[src/rtl/run_timer_ctrl_pkg.sv]
// Shared definitions for the maze run timer.
//   state_t  : FSM encodings, also the value driven on the 2-bit state output
//   tick_hit : terminal prescaler count for a given clock and tick rate
`timescale 1ns/1ps
package run_timer_ctrl_pkg;

  typedef enum logic [1:0] {
    ST_IDLE  = 2'b00,
    ST_RUN   = 2'b01,
    ST_PAUSE = 2'b10,
    ST_DONE  = 2'b11
  } state_t;

  // Last count value of the prescaler; the tick fires while sitting on it.
  function automatic int tick_hit(input int clk_freq, input int tick_rate);
    return (clk_freq / tick_rate) - 1;
  endfunction

endpackage

[src/rtl/run_timer_ctrl_tick_prescaler.sv]
// Tick prescaler for the run timer.
//   clk, reset : system clock, synchronous active-high reset
//   clr        : restart the count at 0 (run start)
//   en         : advance the count (only while a run is active)
//   tick       : high on the terminal count while enabled
// The count holds while en is low, so a paused run keeps its partial tick.
`timescale 1ns/1ps
module tick_prescaler
  import run_timer_ctrl_pkg::*;
#(
  parameter int CLK_FREQ  = 100000000,
  parameter int TICK_RATE = 10
) (
  input  logic clk,
  input  logic reset,
  input  logic clr,
  input  logic en,
  output logic tick
);

  localparam int DIV   = CLK_FREQ / TICK_RATE;
  localparam int CNT_W = (DIV > 1) ? $clog2(DIV) : 1;
  localparam int TERM  = tick_hit(CLK_FREQ, TICK_RATE);

  logic [CNT_W-1:0] count;
  logic             at_term;

  assign at_term = (count == CNT_W'(TERM));
  assign tick    = en && at_term;

  always_ff @(posedge clk) begin
    if (reset || clr) begin
      count <= '0;
    end else if (en) begin
      if (at_term) count <= '0;
      else         count <= count + 1'b1;
    end
  end

endmodule

[src/rtl/run_timer_ctrl.sv]
// Maze run timer controller.
//   clk, reset  : system clock, synchronous active-high reset
//   start       : pulse, begin a new run from IDLE or DONE
//   pause       : pulse, toggle RUN <-> PAUSE
//   gameover    : level, player reached the exit; ends RUN/PAUSE
//   clear_best  : pulse, forget the stored best time
//   state       : 00 IDLE, 01 RUN, 10 PAUSE, 11 DONE
//   elapsed     : current/last run time in ticks, saturating
//   best        : lowest completed time, all-ones when none
//   best_valid  : best holds a real completed time
//   new_record  : last completed run beat the stored best
// All outputs come straight from registers.
`timescale 1ns/1ps
module run_timer_ctrl
  import run_timer_ctrl_pkg::*;
#(
  parameter int CLK_FREQ  = 100000000,
  parameter int TICK_RATE = 10,
  parameter int TIME_W    = 16
) (
  input  logic              clk,
  input  logic              reset,
  input  logic              start,
  input  logic              pause,
  input  logic              gameover,
  input  logic              clear_best,
  output logic [1:0]        state,
  output logic [TIME_W-1:0] elapsed,
  output logic [TIME_W-1:0] best,
  output logic              best_valid,
  output logic              new_record
);

  state_t state_q, state_d;
  logic   run_start;
  logic   commit;
  logic   tick;
  logic   count_tick;
  logic   is_record;

  function automatic logic [TIME_W-1:0] sat_inc(input logic [TIME_W-1:0] v);
    return (&v) ? v : v + 1'b1;
  endfunction

  tick_prescaler #(
    .CLK_FREQ  (CLK_FREQ),
    .TICK_RATE (TICK_RATE)
  ) u_prescaler (
    .clk   (clk),
    .reset (reset),
    .clr   (run_start),
    .en    (state_q == ST_RUN),
    .tick  (tick)
  );

  always_ff @(posedge clk) begin
    if (reset) state_q <= ST_IDLE;
    else       state_q <= state_d;
  end

  always_comb begin
    state_d   = state_q;
    run_start = 1'b0;
    commit    = 1'b0;
    case (state_q)
      ST_IDLE, ST_DONE: begin
        if (start) begin
          state_d   = ST_RUN;
          run_start = 1'b1;
        end
      end
      ST_RUN: begin
        if (gameover) begin
          state_d = ST_DONE;
          commit  = 1'b1;
        end else if (pause) begin
          state_d = ST_PAUSE;
        end
      end
      ST_PAUSE: begin
        if (gameover) begin
          state_d = ST_DONE;
          commit  = 1'b1;
        end else if (pause) begin
          state_d = ST_RUN;
        end
      end
      default: state_d = ST_IDLE;
    endcase
  end

  // gameover takes priority over a coincident tick; pause does not.
  assign count_tick = (state_q == ST_RUN) && !gameover && tick;

  // A tie with the stored best is not a record.
  assign is_record = !best_valid || (elapsed < best);

  always_ff @(posedge clk) begin
    if (reset) begin
      elapsed <= '0;
    end else if (run_start) begin
      elapsed <= '0;
    end else if (count_tick) begin
      elapsed <= sat_inc(elapsed);
    end
  end

  // clear_best overrides a commit landing in the same cycle.
  always_ff @(posedge clk) begin
    if (reset || clear_best) begin
      best       <= '1;
      best_valid <= 1'b0;
    end else if (commit && is_record) begin
      best       <= elapsed;
      best_valid <= 1'b1;
    end
  end

  always_ff @(posedge clk) begin
    if (reset || run_start) new_record <= 1'b0;
    else if (commit)        new_record <= is_record;
  end

  assign state = state_q;

endmodule

[config.mk]
export PLATFORM = sky130hd
export DESIGN_NAME = run_timer_ctrl
export DESIGN_NICKNAME = d
export VERILOG_FILES = /design/src/rtl/run_timer_ctrl_pkg.sv /design/src/rtl/run_timer_ctrl_tick_prescaler.sv /design/src/rtl/run_timer_ctrl.sv
export SDC_FILE = /design/constraint.sdc
export NUM_CORES = 1
export LEC_CHECK = 0
export BUFFER_PORTS_ARGS = -buffer_cell sky130_fd_sc_hd__buf_2
export CORE_AREA = 2 2 87 98
export DETAILED_ROUTE_END_ITERATION = 8
export DIE_AREA = 0 0 89 100
export PLACE_DENSITY_LB_ADDON = 0.15
export SYNTH_ARGS = -nofsm -noshare
export SYNTH_HDL_FRONTEND = slang
export SYNTH_SLANG_ARGS = --single-unit
[constraint.sdc]
create_clock -name clk -period 2.4 [get_ports clk]
set_clock_uncertainty 0.1 [all_clocks]
set_input_delay 0.12 -clock clk [delete_from_list [all_inputs] [get_ports clk]]
set_output_delay 0.12 -clock clk [all_outputs]
set_load 0.02 [all_outputs]
==> results.json <==
{
  "status": "finished clean",
  "post-place-ws_ns": 0.0788,
  "grt_usage_pct": 17.9,
  "std_cell_rows": 35,
  "ys_warn_count": 0,
  "grt_antenna_before_repair": 0,
  "initial_utilization_pct": 38.3,
  "crit_required_ns": 2.52,
  "fin_crit_ns": 2.21,
  "synth_compound_area_share_pct": 11.7,
  "insertion_delay_ns": 0.33,
  "portBuffers": 41,
  "clk_root_buffer_cell": "clkbuf_8",
  "grt_overflow": 0,
  "cp_max_fo": 11,
  "drc": 0,
  "synthSimpleGateAreaFrac_pct": 26.1,
  "worst_pin_slew_ns": 0.515,
  "dp_hpwl_um": 5530,
  "nets": 448,
  "grt_use_met2_pct": 29.9,
  "setup_viol": 0,
  "synth_nets": 389,
  "rsz0062_at_grt": "false",
  "place_inst": 522,
  "post_synth_fa_ha_maj_area_fraction_pct": 7.70,
  "irDropWorstVdd_mv": 0.297,
  "seqCellArea_sq_mm": 0.00120,
  "vias_per_cell": 5.09,
  "core-area_sq_mm": 0.00806,
  "fin_ws_ns": 0.186,
  "critPathKind": "reg -> reg",
  "drt_wl_total_um": 7350,
  "p_leak_uw": 0.00168,
  "synth_mux_area_share_pct": 0.324,
  "syn_area_sq_mm": 0.00309,
  "synthXorXnorAreaFrac_pct": 10.5,
  "synth_edf_count": 0,
  "r2r_end": "elapsed[7]",
  "clockBufferDepth": 2,
  "dieArea_sq_mm": 0.00890,
  "relSlewSlack_pct": 65.4,
  "grt_pass1_wl_um": 12500,
  "async_reset_ff_share_pct": 0,
  "timing.rr.start": "elapsed[6]",
  "synthFlopType": "dfxtp_1",
  "worst_hold_path_type": "in -> reg",
  "grtUsageMet1_pct": 22.8,
  "grt_most_used_layer": "met2",
  "cts.sinks": 60,
  "whs_path_depth": 5,
  "reg2reg_depth": 6,
  "ant_nets": 0,
  "ys_types": 46,
  "fin_cells": 538,
  "drtIter0Drc": 71,
  "clk_pin_slew_ns": 0.06,
  "synth_cells": 364,
  "finalCritPeriodShare_pct": 92.3,
  "wl_per_cell_um": 13.7,
  "post_cts.repair.setup_buffers": 0,
  "r2r_slack_ns": 0.19,
  "synth_top_family_by_area": "simple AND/OR/NAND/NOR gates",
  "cts_tree": "done",
  "ys_ff_latch": 60,
  "die_h_um": 100,
  "area_delta_synth_final_pct": 20.4,
  "place.gp.congestion": 0.777,
  "dieWidth_um": 89,
  "cp.arrival_ns": 2.33,
  "met3_usage_pct": 3.21,
  "multiInputGateArea_sq_mm": 0.00175,
  "antennaDiodeCount": 0,
  "syn_area_per_cell_sq_um": 8.48,
  "tns_ns": 0,
  "htreeDepth": 3,
  "fillers": 831,
  "max_freq_ghz": 0.452,
  "p_per_area_mw_per_mm2": 599,
  "first_global_vias": 2643,
  "slew_violations": 0,
  "worst_setup_path_start_kind": "flop",
  "endpoint_kind": "flop",
  "cts_buffers": 9,
  "worstHoldStart": "start",
  "num_vias": 2739,
  "layout-drive-gt1-share_pct": 20.1,
  "cap_violations": 0,
  "yosysSeqAreaShare_pct": 38.9,
  "final_hold_viol_count": 0,
  "hold_end": "state[0]",
  "grt_max_degree": 19,
  "io-pin-count": 42,
  "drtPass1Iterations": 4,
  "cp-startpoint": "elapsed[6]"
}
-- layer usage --
layer,routed length [um],share of wire [%]
met1,3450,47
met2,3570,49
met3,216,2.9
met4,110,1.5
met5,0,0
-- how the worst max path moves through the flow --
stage / endpoint / cells after the start / slack (ns)
after floorplan: best[10] / 7 / 0.02
after global placement: best[1] / 6 / 0.16
after detailed placement: best[14] / 6 / 0.08
after CTS: best[14] / 6 / 0.07
after global routing: elapsed[14] / 6 / 0.03
final: elapsed[7] / 6 / 0.19
-- cell usage after synthesis, drive strengths merged (2+ instances only) --
cell,n,area share [%]
inv,23,2.8
nand4,22,4.7
nand2,19,2.4
dfxtp,60,39
and3,9,1.8
a21oi,10,1.6
nor2,53,6.4
nand2b,3,0.61
and2,3,0.61
nand3,14,2.3
nor3,8,1.3
nor2b,2,0.41
o21ai,21,3.4
ha,19,7.7
o21a,2,0.49
xor2,30,8.5
a21o,3,0.73
a31oi,16,3.2
or4b,3,0.97
buf,4,0.61
and4,3,0.93
or2,2,0.41
nor4,3,1.3
xnor2,7,2.0
clkbuf,11,1.3
-- critical path, cell delays in order (launching register included) --
cell and delay [ns]:
dfxtp_1 0.48, nand4_1 0.22, or2_2 0.37, or3_1 0.55, nand4_1 0.17, xor2_1 0.16
nor2_1 0.05
-- where the power goes --
group	internal (uW)	total, uW	switching (uW)
sequential	1040	1060	25.1
clock	423	806	383
combinational	126	359	233
-- layout by cell type (no fill, tap or decap), drive strengths merged, types with 7 or more instances in the layout --
master  synthesis  routed
inv            23      23
nand3          14      14
xor2           30      30
nor2           53      53
buf             4      62
a31oi          16      16
ha             19      19
xnor2           7       7
and3            9       9
nand2          19      19
dfxtp          60      60
a21oi          10      10
nor3            8       8
clkbuf         11      13
o21ai          21      21
nand4          22      22
-- registers in the layout, indices dropped and copies added, names as in the netlist --
register           flops
best                  16
best_valid             1
elapsed               16
new_record             1
state                  2
u_prescaler.count     24
-- metrics by stage --
stage / hold slack [ns] / instance area (sq um) / utilization (%) / total power, uW
after floorplan: 0.0919 / 3090 / - / 1320
after global placement: 0.244 / 3530 / 43.8 / 1440
after detailed placement: 0.248 / 3530 / 43.8 / 1440
after CTS: 0.0827 / 3710 / 46.0 / 2250
after global routing: 0.129 / 3720 / 46.1 / 2350
final: 0.0999 / 3720 / 46.1 / 2230
-- layout make-up --
class                           instances  share of cell area [%]
Multi-Input combinational cell        266                    47.0
Sequential cell                        60                    32.3
Timing Repair Buffer                   63                    10.0
Clock buffer                           13                    4.28
Tap cell                              111                    3.74
Inverter                               23                    2.32
Clock inverter                          2                   0.269
-- cells by family (layout without fill, tap and decap cells) --
kind of cell,Yosys count,after routing
xor gates and xnor gates,37,37
AOI/OAI and AO/OA,59,59
DFF,60,60
and+or+nand+nor,150,150
buffers and inverters,38,101
adders and majority gates,19,19
muxes,1,1
-- timing repair --
item                                    CTS  global route
hold buffers                              1             0
resized for setup                         0             2
endpoints found under the hold margin     2             0
endpoints found under the setup margin    0            17
(Power assumes the default switching activity.)
